## src/rtl/branch_ctrl_pkg.sv

```systemverilog
// rtl/branch_ctrl_pkg.sv - shared FSM state type and RAS depth default for the branch redirect controller
package branch_ctrl_pkg;

   localparam int RAS_DEPTH_DEF = 4;

   typedef enum logic [1:0] {
      ST_IDLE  = 2'd0,
      ST_REQ   = 2'd1,
      ST_FLUSH = 2'd2
   } redir_state_t;

endpackage

```

## src/rtl/branch_ras.sv

```systemverilog
// rtl/branch_ras.sv - circular return-address stack; oldest entry is overwritten when full
module branch_ras #(
   parameter int DEPTH = 4
) (
   input  logic        clk,
   input  logic        rst,
   input  logic        push,
   input  logic        pop,
   input  logic [31:0] din,
   output logic [31:0] top,
   output logic        valid
);

   localparam int PW = $clog2(DEPTH);
   localparam int CW = PW + 1;
   localparam logic [CW-1:0] FULL = CW'(DEPTH);

   logic [31:0]   mem [DEPTH];
   logic [PW-1:0] sp;
   logic [PW-1:0] sp_inc;
   logic [PW-1:0] sp_dec;
   logic [CW-1:0] cnt;

   assign sp_inc = sp + 1'b1;
   assign sp_dec = sp - 1'b1;
   assign valid  = (cnt != '0);
   assign top    = valid ? mem[sp] : 32'h0;

   // Stack pointer tracks the top slot; pointer wraps so a push when full lands on the oldest entry
   always_ff @(posedge clk or posedge rst) begin
      if (rst) begin
         sp  <= '0;
         cnt <= '0;
         for (int i = 0; i < DEPTH; i++) mem[i] <= 32'h0;
      end else if (push && pop) begin
         mem[sp] <= din;
         if (cnt == '0) cnt <= CW'(1);
      end else if (push) begin
         mem[sp_inc] <= din;
         sp          <= sp_inc;
         if (cnt != FULL) cnt <= cnt + 1'b1;
      end else if (pop && cnt != '0) begin
         sp  <= sp_dec;
         cnt <= cnt - 1'b1;
      end
   end

endmodule

```

## src/rtl/branch_redirect_ctrl.sv

```systemverilog
// rtl/branch_redirect_ctrl.sv - decode-stage redirect FSM with optional return-address stack (BRANCH_RAS_EN)
module branch_redirect_ctrl
   import branch_ctrl_pkg::*;
#(
   parameter int RAS_DEPTH = RAS_DEPTH_DEF
) (
   input  logic        clk,
   input  logic        Rst,
   input  logic        dec_valid,
   input  logic        dec_jal,
   input  logic        dec_jalr,
   input  logic        dec_branch,
   input  logic        dec_comp,
   input  logic [31:0] dec_pc,
   input  logic [31:0] branoff,
   input  logic        br_taken,
   input  logic        rd_link,
   input  logic        rs1_link,
   input  logic        fetch_ready,
   output logic        redirect_valid,
   output logic [31:0] redirect_pc,
   output logic        flush,
   output logic        stall_dec,
   output logic [31:0] redirect_cnt,
   output logic        ras_valid,
   output logic [31:0] ras_top
);

   redir_state_t state, state_nx;
   logic         take;
   logic         start;
   logic         accept;
   logic [31:0]  target;

   assign take   = dec_valid & (dec_jal | dec_jalr | (dec_branch & br_taken));
   assign target = dec_jalr ? {branoff[31:1], 1'b0} : (dec_pc + branoff);

   // Next-state and request/flush/stall decode; decode inputs only matter in IDLE
   always_comb begin
      state_nx       = state;
      redirect_valid = 1'b0;
      flush          = 1'b0;
      stall_dec      = 1'b0;
      start          = 1'b0;
      accept         = 1'b0;
      case (state)
         ST_IDLE: begin
            if (take) begin
               start    = 1'b1;
               state_nx = ST_REQ;
            end
         end
         ST_REQ: begin
            redirect_valid = 1'b1;
            stall_dec      = 1'b1;
            if (fetch_ready) begin
               accept   = 1'b1;
               state_nx = ST_FLUSH;
            end
         end
         ST_FLUSH: begin
            flush     = 1'b1;
            stall_dec = 1'b1;
            state_nx  = ST_IDLE;
         end
         default: state_nx = ST_IDLE;
      endcase
   end

   // State register
   always_ff @(posedge clk or posedge Rst) begin
      if (Rst) state <= ST_IDLE;
      else     state <= state_nx;
   end

   // Capture the target when a redirect starts; held stable through REQ
   always_ff @(posedge clk or posedge Rst) begin
      if (Rst)        redirect_pc <= 32'h0;
      else if (start) redirect_pc <= target;
   end

   // Saturating count of redirects accepted by fetch
   always_ff @(posedge clk or posedge Rst) begin
      if (Rst)                                    redirect_cnt <= 32'h0;
      else if (accept && redirect_cnt != '1)      redirect_cnt <= redirect_cnt + 32'd1;
   end

`ifdef BRANCH_RAS_EN
   logic [31:0] link;
   logic        ras_push;
   logic        ras_pop;

   assign link     = dec_pc + (dec_comp ? 32'd2 : 32'd4);
   assign ras_push = start & (dec_jal | dec_jalr) & rd_link;
   assign ras_pop  = start & dec_jalr & rs1_link;

   branch_ras #(
      .DEPTH (RAS_DEPTH)
   ) u_ras (
      .clk   (clk),
      .rst   (Rst),
      .push  (ras_push),
      .pop   (ras_pop),
      .din   (link),
      .top   (ras_top),
      .valid (ras_valid)
   );
`else
   logic unused_ras;
   assign unused_ras = ^{rd_link, rs1_link, dec_comp};
   assign ras_valid  = 1'b0;
   assign ras_top    = 32'h0;
`endif

endmodule

```

## config.mk

```make
export PLATFORM = sky130hd
export DESIGN_NAME = branch_redirect_ctrl
export DESIGN_NICKNAME = d
export VERILOG_FILES = /design/src/rtl/branch_ctrl_pkg.sv /design/src/rtl/branch_ras.sv /design/src/rtl/branch_redirect_ctrl.sv
export SDC_FILE = /design/constraint.sdc
export NUM_CORES = 1
export LEC_CHECK = 0
export BUFFER_PORTS_ARGS = -buffer_cell sky130_fd_sc_hd__buf_4
export CORE_MARGIN = 5
export CORE_UTILIZATION = 55
export DETAILED_ROUTE_END_ITERATION = 10
export HOLD_SLACK_MARGIN = 0.06
export MAX_ROUTING_LAYER = met4
export PLACE_DENSITY = 0.87
export REMOVE_ABC_BUFFERS = 1
export SETUP_SLACK_MARGIN = 0.05
export SLEW_MARGIN = 20
export SYNTH_ARGS = -nofsm -noshare
export SYNTH_HDL_FRONTEND = slang
export SYNTH_SLANG_ARGS = --single-unit
```

## constraint.sdc

```tcl
create_clock -name clk -period 3.3 [get_ports clk]
set_clock_uncertainty 0.1 [all_clocks]
set_input_delay 0.33 -clock clk [delete_from_list [all_inputs] [get_ports clk]]
set_output_delay 0.33 -clock clk [all_outputs]
set_load 0.02 [all_outputs]
```

**Word-level counts from Yosys, hierarchy flattened**

Cells that the tools add are included.

- Bitwise logic cells: 4
- Add/sub/neg operators: 2
- Reductions and logical operators: 4
- Multiplexer cells: 11
- Equal/unequal tests: 5

Operators by type and width:

| kind | count |
|---|---|
| 32-bit by 1-bit adder with 32-bit output, second input constant | 1 |
| 32-bit adder | 1 |
| 32-bit two-way mux | 1 |
| 32-bit != test, second input constant | 1 |
| 1-bit two-way mux | 7 |
| 2-bit two-way mux | 2 |
| 2-bit != test, second input constant | 2 |
| 2-bit case mux with 2 select lines | 1 |
| 1-bit AND | 2 |
| 2-bit by 1-bit equality test with 1-bit output, second input constant | 1 |
| 2-bit equality test, second input constant | 1 |
| 2-bit zero test | 1 |
| 1-bit OR | 2 |
| 2-bit AND reduction | 1 |
| 2-bit OR reduction | 1 |
| 1-bit logical AND | 1 |

- Register bits after elaboration: 66
- Logic and storage cells: 29
- Output and inout port bits: 100
- Input bits: 75

**Longest topological paths before layout**

Gate-level depths: netlist of the first run.

- Depth in word-level cells: 5
- Mapped depth: 11
- Gate-level depth less buffers: 11

**Worst setup path after synthesis of the first run**

OpenSTA, ideal clock, no wires.

- Path kind: input to register
- From: in dec_pc[0]
- To: reg redirect_pc[28]
- Stages: 11
- Library setup time: 0.122 ns
- Data arrival time: 2.509 ns
- Path buffers: 0
- Data required time: 3.078 ns
- Path slack: 0.570 ns
- Path through: ha_1 > fa_1 > a21oi_1 > o21ai_2 > a211oi_4 > o2111ai_2 > o21ai_2 > a211oi_2 > a311oi_2 > mux2i_1 > nand2_1

- Word-level cells in the longest chain between the ends: 2

Ends and longest elaborated chain:

| element | RTL line | source |
|---|---|---|
| from (decl) | branch_redirect_ctrl.sv:14 | `input logic [31:0] dec_pc,` |
| 32-bit adder | branch_redirect_ctrl.sv:36 | `assign target = dec_jalr ? {branoff[31:1], 1'b0} : (dec_pc + branoff);` |
| 32-bit two-way mux | branch_redirect_ctrl.sv:36 |  |
| to (signal assigned) | branch_redirect_ctrl.sv:79 | `else if (start) redirect_pc <= target;` |
| to (decl) | branch_redirect_ctrl.sv:21 | `output logic [31:0] redirect_pc,` |

Every way passes these cells.
A chain may end at the register's enable or synchronous reset.

**Worst setup path in the final report of the first run**

- From: in dec_pc[24]
- To: reg redirect_pc[31]

Same word-level chain as after synthesis.

==> summary.md, run 1 <==
| Metric | Value |
|---|---|
| Clock Latency Late Sink | `0.35 ns` |
| Worst-Margin Slew | `0.804 ns` |
| Share of the synthesized area in the top cell type | `0.326` |
| F_max | `0.362 GHz` |
| Final standard cell utilization of the core | `0.684` |
| RSZ-0062 raised after global routing | `false` |
| # resized after CTS | `0` |
| Per-cell routed wire length | `15.3 um` |
| Hold EP | `redirect_pc[31]$_DFFE_PP0P_` |
| Synth-to-Final Area Change | `23.1%` |
| #FFs+latches synth | `66` |
| Crit path kind | `in2reg` |
| Num rows | `35` |
| Initial Utilization | `0.555` |
| Fraction of registers with async set/reset | `1.00` |
| Crit path launch type | `input pin` |
| Largest net degree at the start of global routing | `66` |
| Initial antenna violation count | `0` |
| H-tree levels | `3` |
| Critical path cell sequence | `buf_4 > ha_1 > a21oi_1 > o21ai_1 > o41ai_1 > nor3b_1 > a31oi_1 > a21oi_1 > xor2_1 > or4_1 > nand3_1` |
| Max Root-Sink Buffers | `2` |
| CTS buffer count | `9` |
| Main synth FF type | `dfrtp_1` |
| TNS Setup | `0 ns` |
| Setup crit end kind | `flop` |
| CP required | `3.49 ns` |
| Die X | `106 um` |
| Vias in the first global route | `4,442` |
| Top-count cell post-synth | `dfrtp_1` |
| Distinct cell type count after synthesis | `66` |
| Final setup violation count | `0` |
| Worst path arrival time | `2.95 ns` |
| R2r endpoint | `redirect_cnt[14]$_DFFE_PP0P_` |
| Hold-fix buffers, CTS | `1` |
| Post-synth top cells | `66 x dfrtp_1, 59 x nand2_1, 52 x a21oi_1` |
| CTS sink count | `66` |
| First-pass iteration count of the detailed router | `7` |
| CORE AREA | `9110 um^2` |
| Post-CTS Setup Repair Bufs | `0` |
| Slowest CP cell | `o41ai_1` |
| Largest cells by area after synthesis | `dfrtp_1 33%, ha_1 8.7%, xnor2_1 5.9%` |
| Detail Placement HPWL | `9700 um` |
| Number of synthesized flops with an enable pin | `0` |
| PortBufs | `138` |
| CTS root buf | `clkbuf_8` |
| R2R depth | `9` |
| Sequential Area | `1650 um^2` |
| Crit path depth | `11` |
| Headroom to the max-slew limit | `0.463` |
| Grt ovf | `0` |
| Final Wtd Congestion | `0.888` |
| Minimum clock period | `2.76 ns` |
| Detailed router's first-iteration violation count | `174` |
| Leakage | `0.00306 uW` |
| Hold Vio Cnt, Final | `0` |
| Outcome | `complete, no violations` |
| Final Cycle Share | `0.838` |
| Area of the multi-input gates | `3150 um^2` |
| Fin nets | `817` |
| Fill count | `727` |
| GRT Total Usage | `0.227` |
| Largest stage delay, worst path | `0.49 ns` |
| Fin cells | `822` |
| Clock-pin slew on the worst setup and hold paths | `0.08 ns` |
| Drt drc | `0` |
| Mapped Cells | `575` |
| Power Density | `544 nW/um^2` |
| Family with the most delay on the worst path | `compound AO/OA/AOI/OAI gates` |
| Hold-critical path depth | `3` |
| Share of layout cells above drive strength 1 | `0.260` |
| VDD IR-drop max | `0.000314 V` |
| Total die area | `11,200 um^2` |
| Worst-path fanout max | `9` |
| R2R setup slack | `0.86 ns` |
| IO Count | `175` |
| Die height | `106 um` |
| First-pass GRT wire length | `20,500 um` |
| Yosys Warn Count | `0` |
| Vias per std cell | `5.60` |
| Reg2reg start | `redirect_cnt[19]$_DFFE_PP0P_` |
| Antenna Violating Nets Remaining | `0` |
| CP most frequent cell | `a21oi_1` |
| Worst path bufs/invs | `1` |
| Final WL | `12,500 um` |
| Hold path start | `branoff[31]` |
| Placed cells | `805` |
| CTS tree | `yes` |
| Number of max-cap violations | `0` |
| Sequential share of the synthesized area | `0.326` |
| Antenna cells | `0` |
| Final Slew Violations | `0` |
| Total number of vias | `4,604` |
| Mapped Area | `5060 um^2` |
| Post-Syn Area per Cell | `8.80 um^2` |
| Area leader, netlist | `dfrtp_1` |
| Worst hold path class | `in2reg` |
flip-flops by register name, summed over array words and instances (netlist names):
signal        cells
redirect_cnt     32
state             2
redirect_pc      32
area by class of cell:
type,count,area share
repair buffers,143,0.173
multi-input cells,473,0.505
inverters,13,0.00783
clock buffers,9,0.0199
flip-flops and latches,66,0.265
well taps,111,0.0223
clock inverters,7,0.00723
logic make-up (layout without fill, tap and decap cells):
group,Yosys count,after routing,synth area share
buffers and inverters,68,172,0.0762
AO/OA/AOI/OAI,154,154,0.199
adder cells (fa/ha/maj),36,36,0.0905
other,1,33,0.000741
flip-flops,66,66,0.326
multiplexers,8,8,0.0161
XOR/XNOR,56,56,0.0969
AND/OR/NAND/NOR,186,186,0.194
routing by layer:
layer	vias up	share of wire	global-route usage
met5	-	0	-
met4	0	0.020	0.0638
met3	24	0.078	0.0668
met2	176	0.47	0.358
met1	2161	0.43	0.286
li1	2243	-	-
through the flow:
| step | setup slack (ns) | total power, uW | instance area [um^2] | hold slack, ns |
|---|---|---|---|---|
| 6_report | 0.536 | 3390 | 6230 | 0.143 |
| 5_1_grt | 0.399 | 3620 | 6230 | 0.157 |
| 4_1_cts | 0.587 | 3420 | 6230 | 0.138 |
| 3_5_place_dp | 0.214 | 2800 | 6050 | 0.366 |
| 3_3_place_gp | 0.240 | 2740 | 6050 | 0.355 |
| 2_1_floorplan | 0.567 | 2140 | 4840 | 0.387 |
worst register-to-register path, cell delays in order (launching register included):
cell     delay [ns]
dfrtp_1        0.48
nand4_2        0.19
nor3_1         0.23
and3_1         0.21
nand4_1        0.20
nor4_4         0.36
nor2_2         0.15
nand2_1        0.16
nor3_1         0.08
xor2_1         0.15
how the worst max path moves through the flow:
stage	startpoint	end	slack, ns
2_1_floorplan	dec_pc[0]	redirect_pc[28]$_DFFE_PP0P_	0.57
3_3_place_gp	dec_pc[0]	redirect_pc[28]$_DFFE_PP0P_	0.24
3_5_place_dp	dec_pc[0]	redirect_pc[28]$_DFFE_PP0P_	0.21
5_1_grt	dec_pc[0]	redirect_pc[28]$_DFFE_PP0P_	0.40
4_1_cts	dec_pc[0]	redirect_pc[28]$_DFFE_PP0P_	0.59
6_report	dec_pc[24]	redirect_pc[31]$_DFFE_PP0P_	0.54
power by group:
part | internal [uW] | leakage [uW] | switching [uW]
sequential | 1030 | 0.000845 | 146
clock | 271 | 0.0000891 | 346
combinational | 668 | 0.00213 | 931
total | 1970 | 0.00306 | 1420
cells in the final DEF (no fill, tap or decap), drive strengths merged, types with 4 or more instances in the layout:
master / n
and2: 5
nand4: 10
nor3b: 5
nand2b: 4
xnor2: 34
ha: 35
conb: 33
nor3: 11
o21bai: 5
a21oi: 54
dfrtp: 66
o21ai: 41
and4: 5
clkinv: 5
nor2b: 6
mux2i: 7
a211oi: 7
a21o: 15
nor2: 36
inv: 14
o21a: 7
clkbuf: 9
nand3: 22
buf: 142
nand2: 60
xor2: 22
and3: 11
(Power assumes the default switching activity.)
==> inputs of run 2 (changes only) <==
--- a/config.mk
+++ b/config.mk
@@ -5,13 +5,14 @@
 export SDC_FILE = /design/constraint.sdc
 export NUM_CORES = 1
 export LEC_CHECK = 0
+export ABC_AREA = 1
 export BUFFER_PORTS_ARGS = -buffer_cell sky130_fd_sc_hd__buf_4
 export CORE_MARGIN = 5
-export CORE_UTILIZATION = 55
+export CORE_UTILIZATION = 49
 export DETAILED_ROUTE_END_ITERATION = 10
 export HOLD_SLACK_MARGIN = 0.06
 export MAX_ROUTING_LAYER = met4
-export PLACE_DENSITY = 0.87
+export PLACE_DENSITY = 0.79
 export REMOVE_ABC_BUFFERS = 1
 export SETUP_SLACK_MARGIN = 0.05
 export SLEW_MARGIN = 20
==> constraint.sdc (replaced) <==
create_clock -name clk -period 2.47 [get_ports clk]
set_clock_uncertainty 0.1 [all_clocks]
set_input_delay 0.247 -clock clk [delete_from_list [all_inputs] [get_ports clk]]
set_output_delay 0.247 -clock clk [all_outputs]
set_load 0.02 [all_outputs]
==> run 2 against run 1 <==
- synthesized cell count increased by 74%
- clock power increased by 110%
- core utilization decreased by 7.6 points
- via count increased by 38%
- critical path depth decreased by 2
- register-to-register slack got worse by 0.48 ns
- worst setup slack got worse by 0.15 ns
- largest power group unchanged
- combinational power increased by 56%
- sequential power increased by 38%
==> summary.md, run 2 <==
| Metric | Value |
|---|---|
| Outcome | `complete, no violations (unchanged)` |
| Slowest CP cell | `dfrtp_1 (was o41ai_1)` |
| CP required | `2.58 ns (was 3.49 ns)` |
| # resized after CTS | `0 (unchanged)` |
| Final WL | `17,200 um (was 12,500 um)` |
| Fraction of registers with async set/reset | `1.00 (unchanged)` |
| Final Wtd Congestion | `0.931 (was 0.888)` |
| Drt drc | `0 (unchanged)` |
| Clock Latency Late Sink | `0.33 ns (was 0.35 ns)` |
| CTS buffer count | `9 (unchanged)` |
| Per-cell routed wire length | `13.1 um (was 15.3 um)` |
| First-pass GRT wire length | `28,200 um (was 20,500 um)` |
| Crit path kind | `reg2reg (was in2reg)` |
| Final setup violation count | `0 (unchanged)` |
| Mapped Area | `6200 um^2 (was 5060 um^2)` |
| Detailed router's first-iteration violation count | `499 (was 174)` |
| Largest cells by area after synthesis | `dfrtp_1 27%, nand2_1 23%, inv_1 8.8% (was dfrtp_1 33%, ha_1 8.7%, xnor2_1 5.9%)` |
| Leakage | `0.00441 uW (was 0.00306 uW)` |
| Mapped Cells | `1,003 (was 575)` |
| Top-count cell post-synth | `nand2_1 (was dfrtp_1)` |
| Final Slew Violations | `0 (unchanged)` |
| Die height | `122 um (was 106 um)` |
| Sequential Area | `1650 um^2 (unchanged)` |
| First-pass iteration count of the detailed router | `5 (was 7)` |
| Setup crit end kind | `flop (unchanged)` |
| Worst path arrival time | `2.20 ns (was 2.95 ns)` |
| Comb pwr share | `0.461 (was 0.471)` |
| Synth-to-Final Area Change | `22.8% (was 23.1%)` |
| GRT Total Usage | `0.241 (was 0.227)` |
| Share of layout cells above drive strength 1 | `0.162 (was 0.260)` |
| Worst path bufs/invs | `1 (unchanged)` |
| Post-synth top cells | `381 x nand2_1, 145 x inv_1, 110 x nor2_1 (was 66 x dfrtp_1, 59 x nand2_1, 52 x a21oi_1)` |
| TNS Setup | `0 ns (unchanged)` |
| Yosys Warn Count | `0 (unchanged)` |
| Max Root-Sink Buffers | `2 (unchanged)` |
| Number of max-cap violations | `0 (unchanged)` |
| CTS sink count | `66 (unchanged)` |
| Share of the synthesized area in compound gates (AO/OA/AOI/OAI) | `0.0618 (was 0.199)` |
| Minimum clock period | `2.09 ns` |
| Commonest non-fill, non-tap cell in the layout | `nand2_1 (was buf_4)` |
| Initial antenna violation count | `0 (unchanged)` |
| Top flop regs | `redirect_cnt: 32 flops, redirect_pc: 32 flops, state: 2 flops (unchanged)` |
| Main synth FF type | `dfrtp_1 (unchanged)` |
| Worst hold path class | `in2reg (unchanged)` |
| H-tree levels | `3 (unchanged)` |
| Switch share | `0.413 (was 0.419)` |
| Sequential Power Share | `0.301 (was 0.347)` |
| Worst-path fanout max | `26 (was 9)` |
| Final standard cell utilization of the core | `0.608 (was 0.684)` |
| Worst hold margin | `0.105 ns (was 0.143 ns)` |
| Hold Vio Cnt, Final | `0 (unchanged)` |
| XOR/XNOR Fraction of Synth Area | `0.0591 (was 0.0969)` |
| Die X | `122 um (was 106 um)` |
| Antenna cells | `0 (unchanged)` |
| CP most frequent cell | `nor2_1 (was a21oi_1)` |
| #FFs+latches synth | `66 (unchanged)` |
| Vias per std cell | `4.82 (was 5.60)` |
| Area of the multi-input gates | `3770 um^2 (was 3150 um^2)` |
| Crit path launch type | `flop (was input pin)` |
| Final Cycle Share | `0.845` |
| Mux cell area share after synthesis | `0 (was 0.0161)` |
| Grt ovf | `0 (unchanged)` |
| Area leader, netlist | `dfrtp_1 (unchanged)` |
| Power Density | `710 nW/um^2 (was 544 nW/um^2)` |
| VDD IR-drop max | `0.000454 V (was 0.000314 V)` |
| Largest stage delay, worst path | `0.42 ns (was 0.49 ns)` |
| Post-Syn Area per Cell | `6.18 um^2 (was 8.80 um^2)` |
| Sequential share of the synthesized area | `0.266 (was 0.326)` |
| Vias in the first global route | `5,881 (was 4,442)` |
| Clock Power Share | `0.237 (was 0.182)` |
| Post-synthesis adder-cell area fraction | `0.0739 (was 0.0905)` |
| Critical path cell sequence | `ha_1 > inv_1 > nor2_1 > nand2_1 > nor2_2 > nand2_2 > nand2_4 > nor2_1 > xor2_1 (was buf_4 > ha_1 > a21oi_1 > o21ai_1 > o41ai_1 > nor3b_1 > a31oi_1 > a21oi_1 > xor2_1 > or4_1 > nand3_1)` |
| Fill count | `1,246 (was 727)` |
| Fin cells | `1,320 (was 822)` |
| Share of the synthesized area in the top cell type | `0.266 (was 0.326)` |
| Antenna Violating Nets Remaining | `0 (unchanged)` |
| Detail Placement HPWL | `13,900 um (was 9700 um)` |
| F_max | `0.479 GHz` |
| Number of synthesized flops with an enable pin | `0 (unchanged)` |
| CTS root buf | `clkbuf_16 (was clkbuf_8)` |
| RSZ-0062 raised after global routing | `false (unchanged)` |
| IO Count | `175 (unchanged)` |
| Cell-internal power | `3170 uW (was 1970 uW)` |
| Main combinational cell family by area after synthesis | `simple AND/OR/NAND/NOR gates (was compound AO/OA/AOI/OAI gates)` |
| Total number of vias | `6,360 (was 4,604)` |
| Power Total | `5410 uW (was 3390 uW)` |
| Num rows | `41 (was 35)` |
| Most frequent cells in the layout | `381 x nand2_1, 144 x inv_1, 144 x buf_4 (was 142 x buf_4, 66 x dfrtp_1, 58 x nand2_1)` |
| Largest net degree at the start of global routing | `31 (was 66)` |
| Total die area | `15,000 um^2 (was 11,200 um^2)` |
| CORE AREA | `12,500 um^2 (was 9110 um^2)` |
| Fin nets | `1,254 (was 817)` |
| Post-Synth Simple-Gate Area | `0.393 (was 0.194)` |
| Headroom to the max-slew limit | `0.590 (was 0.463)` |
| Worst-Margin Slew | `0.614 ns (was 0.804 ns)` |
| Distinct cell type count after synthesis | `37 (was 66)` |
| Clock-pin slew on the worst setup and hold paths | `0.06 ns (was 0.08 ns)` |
| Psw | `2240 uW (was 1420 uW)` |
| Placed cells | `1,303 (was 805)` |
| Family with the most delay on the worst path | `simple AND/OR/NAND/NOR gates (was compound AO/OA/AOI/OAI gates)` |
| Initial Utilization | `0.495 (was 0.555)` |
| PortBufs | `138 (unchanged)` |
| CTS tree | `yes (unchanged)` |
[run 2: changes by cell type in the layout (fill, tap and decap cells not counted), sizes merged, moves of 14 or more]
cell	delta
nor2	+79
o21ai	-15
nand2	+324
nand3	+34
inv	+134
xnor2	-22
a21oi	-25
a21o	-14
[run 2: cells by family (layout without fill, tap and decap cells)]
kind of cell,count (synthesis),count (layout)
adders and majority gates,36,36
and+or+nand+nor,593,593
xor gates and xnor gates,41,41
buffers and inverters,198,311
DFF,66,66
AOI/OAI and AO/OA,68,68
other,1,33
[run 2: layer usage]
layer  track usage  part of all wire
met2         0.382              0.45
met5             -                 0
met1         0.327              0.47
met3        0.0309             0.069
met4        0.0623             0.015
[run 2: area by class of cell]
type | instances | area share
Multi-Input combinational cell | 771 | 0.495
Sequential cell | 66 | 0.217
Timing Repair Buffer | 147 | 0.149
Inverter | 148 | 0.0730
Clock buffer | 11 | 0.0306
Tap cell | 172 | 0.0283
Clock inverter | 5 | 0.00723
[run 2: stage by stage]
stage	instance area (um^2)	worst slack [ns]
5_1_grt	7610	0.201
2_1_floorplan	5980	0.305
4_1_cts	7610	0.370
6_report	7610	0.382
3_5_place_dp	7310	0.217
3_3_place_gp	7310	0.245
[run 2: timing repair]
item                                   in CTS  in global routing
endpoints found under the hold margin      24                  0
setup buffers                               0                  0
hold buffers                                1                  0
[run 2: final timing paths]
path | startpoint | endpoint | slack, ns | cells past startpoint
worst max register to register | redirect_cnt[1]$_DFFE_PP0P_ | redirect_cnt[19]$_DFFE_PP0P_ | 0.38 | 9
worst max-delay path | redirect_cnt[1]$_DFFE_PP0P_ | redirect_cnt[19]$_DFFE_PP0P_ | 0.38 | 9
worst min register to register | redirect_pc[26]$_DFFE_PP0P_ | redirect_pc[26]$_DFFE_PP0P_ | 0.38 | 2
min in group asynchronous | Rst | redirect_cnt[7]$_DFFE_PP0P_ | 0.45 | 3
max in group asynchronous | Rst | redirect_pc[23]$_DFFE_PP0P_ | 1.18 | 4
worst min-delay path | branoff[5] | redirect_pc[5]$_DFFE_PP0P_ | 0.10 | 3
[run 2: tightest hold or removal path: cells and delay by family]
family | cells | cell delay, ns
and+or+nand+nor | 1 | 0.03
AOI/OAI and AO/OA | 1 | 0.13
buffers and inverters | 1 | 0.09
[run 2: power groups by stage]
stage          clock, uW  sequential, uW  combinational (uW)
2_1_floorplan          0            1970                1150
3_3_place_gp           0            1630                2470
3_5_place_dp           0            1630                2500
4_1_cts             1310            1630                2510
5_1_grt             1350            1670                2760
6_report            1280            1630                2490
==> inputs of run 3 (changes only) <==
--- a/config.mk
+++ b/config.mk
@@ -5,14 +5,14 @@
 export SDC_FILE = /design/constraint.sdc
 export NUM_CORES = 1
 export LEC_CHECK = 0
-export ABC_AREA = 1
+export ABC_AREA = 0
 export BUFFER_PORTS_ARGS = -buffer_cell sky130_fd_sc_hd__buf_4
 export CORE_MARGIN = 5
-export CORE_UTILIZATION = 49
+export CORE_UTILIZATION = 46
 export DETAILED_ROUTE_END_ITERATION = 10
 export HOLD_SLACK_MARGIN = 0.06
 export MAX_ROUTING_LAYER = met4
-export PLACE_DENSITY = 0.79
+export PLACE_DENSITY = 0.77
 export REMOVE_ABC_BUFFERS = 1
 export SETUP_SLACK_MARGIN = 0.05
 export SLEW_MARGIN = 20
==> constraint.sdc (replaced) <==
create_clock -name clk -period 1.75 [get_ports clk]
set_clock_uncertainty 0.1 [all_clocks]
set_input_delay 0.175 -clock clk [delete_from_list [all_inputs] [get_ports clk]]
set_output_delay 0.175 -clock clk [all_outputs]
set_load 0.02 [all_outputs]
==> run 3 against run 2 <==
- the flow now finishes with violations (negative setup slack)
- wire length is 16% higher
- largest cell class unchanged
- clock-buffer cell count stayed put
- first-iteration DRC count is 13% higher
- worst hold slack worse by 0.032 ns
- total power is 41% higher
- worst setup slack worse by 0.91 ns
- critical path depth is 1 higher
- flip-flop and latch count stayed put
==> summary.md, run 3 (synthesized netlist as in run 1, its figures left out) <==
| Metric | Value |
|---|---|
| Initial antenna violation count | `0 (unchanged)` |
| Power Density | `864 nW/um^2 (was 710 nW/um^2)` |
| Die height | `115 um (was 122 um)` |
| Leakage | `0.00434 uW (was 0.00441 uW)` |
| Total number of vias | `5,780 (was 6,360)` |
| F_max | `0.439 GHz (was 0.479 GHz)` |
| Fill count | `616 (was 1,246)` |
| Share of layout cells above drive strength 1 | `0.513 (was 0.162)` |
| First-pass iteration count of the detailed router | `6 (was 5)` |
| Antenna Violating Nets Remaining | `0 (unchanged)` |
| GRT Total Usage | `0.285 (was 0.241)` |
| Crit path kind | `reg2reg (unchanged)` |
| Clock Latency Late Sink | `0.37 ns (was 0.33 ns)` |
| Outcome | `finished with violations (was complete, no violations)` |
| Crit path launch type | `flop (unchanged)` |
| Final WS setup | `-0.529 ns (was 0.382 ns)` |
| CP required | `1.94 ns (was 2.58 ns)` |
| Antenna cells | `0 (unchanged)` |
| Cell-internal power | `4380 uW (was 3170 uW)` |
| First-pass GRT wire length | `29,300 um (was 28,200 um)` |
| Clock Power Share | `0.160 (was 0.237)` |
| Failing checks | `negative setup slack` |
| Detail Placement HPWL | `12,000 um (was 13,900 um)` |
| Worst hold path class | `in2reg (unchanged)` |
| Die X | `115 um (was 122 um)` |
| Largest net degree at the start of global routing | `67 (was 31)` |
| R2R depth | `10 (was 9)` |
| Worst-path fanout max | `3 (was 26)` |
| Hold Vio Cnt, Final | `0 (unchanged)` |
| CTS tree | `yes (unchanged)` |
| Comb pwr share | `0.551 (was 0.461)` |
| IO Count | `175 (unchanged)` |
| Initial Utilization | `0.469 (was 0.495)` |
| Worst setup path end | `redirect_cnt[13]$_DFFE_PP0P_ (was redirect_cnt[19]$_DFFE_PP0P_)` |
| Synth-to-Final Area Change | `73.7% (was 22.8%)` |
| VDD IR-drop max | `0.000694 V (was 0.000454 V)` |
| Most frequent cells in the layout | `295 x buf_4, 66 x dfrtp_1, 49 x nand2_1 (was 381 x nand2_1, 144 x inv_1, 144 x buf_4)` |
| Minimum clock period | `2.28 ns (was 2.09 ns)` |
| CTS buffer count | `9 (unchanged)` |
| Detailed router's first-iteration violation count | `565 (was 499)` |
| CTS root buf | `clkbuf_8 (was clkbuf_16)` |
| Clock-pin slew on the worst setup and hold paths | `0.09 ns (was 0.06 ns)` |
| Worst Setup SP | `redirect_cnt[9]$_DFFE_PP0P_ (was redirect_cnt[1]$_DFFE_PP0P_)` |
| Fin cells | `1,054 (was 1,320)` |
| Final setup violation count | `57 (was 0)` |
| Setup crit end kind | `flop (unchanged)` |
| RSZ-0062 raised after global routing | `true (was false)` |
| Final WL | `20,000 um (was 17,200 um)` |
| Sequential Power Share | `0.290 (was 0.301)` |
| Commonest non-fill, non-tap cell in the layout | `buf_4 (was nand2_1)` |
| Final Cycle Share | `1.30 (was 0.845)` |
| Switch share | `0.424 (was 0.413)` |
| Psw | `3220 uW (was 2240 uW)` |
| Total die area | `13,200 um^2 (was 15,000 um^2)` |
| CORE AREA | `10,800 um^2 (was 12,500 um^2)` |
| Final Wtd Congestion | `0.924 (was 0.931)` |
| Worst path arrival time | `2.47 ns (was 2.20 ns)` |
| CTS sink count | `66 (unchanged)` |
| Top flop regs | `redirect_cnt: 32 flops, redirect_pc: 32 flops, state: 2 flops (unchanged)` |
| R2r endpoint | `redirect_cnt[13]$_DFFE_PP0P_ (was redirect_cnt[19]$_DFFE_PP0P_)` |
| Number of max-cap violations | `0 (unchanged)` |
| Place WS | `-1.20 ns (was 0.217 ns)` |
| R2R setup slack | `-0.53 ns (was 0.38 ns)` |
| Final Slew Violations | `0 (unchanged)` |
| Fin nets | `1,020 (was 1,254)` |
| Placed cells | `977 (was 1,303)` |
| Per-cell routed wire length | `18.9 um (was 13.1 um)` |
| PortBufs | `138 (unchanged)` |
| Drt drc | `0 (unchanged)` |
| Vias per std cell | `5.48 (was 4.82)` |
| H-tree levels | `3 (unchanged)` |
| Num rows | `38 (was 41)` |
| Vias in the first global route | `5,969 (was 5,881)` |
| Grt ovf | `0 (unchanged)` |
| Reg2reg start | `redirect_cnt[9]$_DFFE_PP0P_ (was redirect_cnt[1]$_DFFE_PP0P_)` |
| Max Root-Sink Buffers | `2 (unchanged)` |
run 3: cell count changes in the layout (fill, tap and decap cells not counted), sizes merged, moves of 11 or more:
| cell | before | now |
|---|---|---|
| nand3 | 56 | 22 |
| buf | 146 | 322 |
| nand2 | 384 | 60 |
| nor2 | 115 | 36 |
| o21ai | 26 | 41 |
| and3 | 0 | 11 |
| xnor2 | 12 | 34 |
| inv | 148 | 13 |
| a21o | 1 | 15 |
| a21oi | 29 | 54 |
| dlygate4sd3 | 1 | 24 |
run 3: timing repair:
item | in CTS | in global routing
pin swaps | 76 | 47
resized for setup | 119 | 80
hold buffers | 24 | 0
setup buffers | 22 | 20
endpoints found under the hold margin | 89 | 0
setup endpoints to repair | 60 | 65
run 3: worst max-delay path, stage by stage (launching register included):
cell and delay [ns]:
dfrtp_1 0.39, and4_1 0.21, and3_4 0.16, and2_4 0.17, nand3_4 0.10, nor4_4 0.06, buf_4 0.16, nor4_4 0.36
buf_4 0.22, nand2_2 0.07, xnor2_1 0.19
run 3: power by group through the flow:
stage	logic [uW]	clock network, uW	registers (uW)
after floorplan	1330	0	2710
after global placement	3460	0	2180
after detailed placement	3570	0	2210
after CTS	3870	1200	2180
after global routing	4480	1280	2250
final	4180	1210	2200
run 3: area by class of cell:
type / instances / area, um^2 / share of cell area
Clock buffer: 11 / 131 / 0.0150
Clock inverter: 5 / 31.3 / 0.00356
Inverter: 13 / 48.8 / 0.00555
Multi-Input combinational cell: 473 / 3970 / 0.452
Sequential cell: 66 / 1650 / 0.188
Tap cell: 140 / 175 / 0.0199
Timing Repair Buffer: 346 / 2780 / 0.316
run 3: stage by stage:
stage                     instance area [um^2]  power (uW)  hold slack, ns  utilization  setup TNS (ns)
final                                     8790        7600          0.0730        0.814          -19.87
after CTS                                 8310        7250          0.0626        0.770          -11.85
after floorplan                           4840        4030           0.232            -          -33.71
after global placement                    7170        5650           0.188        0.665          -27.68
after detailed placement                  7170        5780           0.190        0.665          -32.01
after global routing                      8790        8010          0.0987        0.814          -24.94
run 3: layer usage:
layer / track usage / routed length (um) / vias to the layer above
met2: 0.496 / 10500 / 235
met5: - / 0 / -
met4: 0.120 / 596 / 0
li1: - / - / 2648
met3: 0.0463 / 1300 / 59
met1: 0.325 / 7580 / 2838
run 3: worst min path at each step:
| stage | startpoint | to | depth (start not counted) |
|---|---|---|---|
| CTS | branoff[19] | redirect_pc[19]$_DFFE_PP0P_ | 4 |
| detailed placement | Rst | redirect_pc[13]$_DFFE_PP0P_ | 3 |
| finish | branoff[30] | redirect_pc[30]$_DFFE_PP0P_ | 4 |
| floorplan | branoff[31] | redirect_pc[31]$_DFFE_PP0P_ | 2 |
| global placement | Rst | redirect_pc[13]$_DFFE_PP0P_ | 3 |
| global route | branoff[28] | redirect_pc[28]$_DFFE_PP0P_ | 4 |
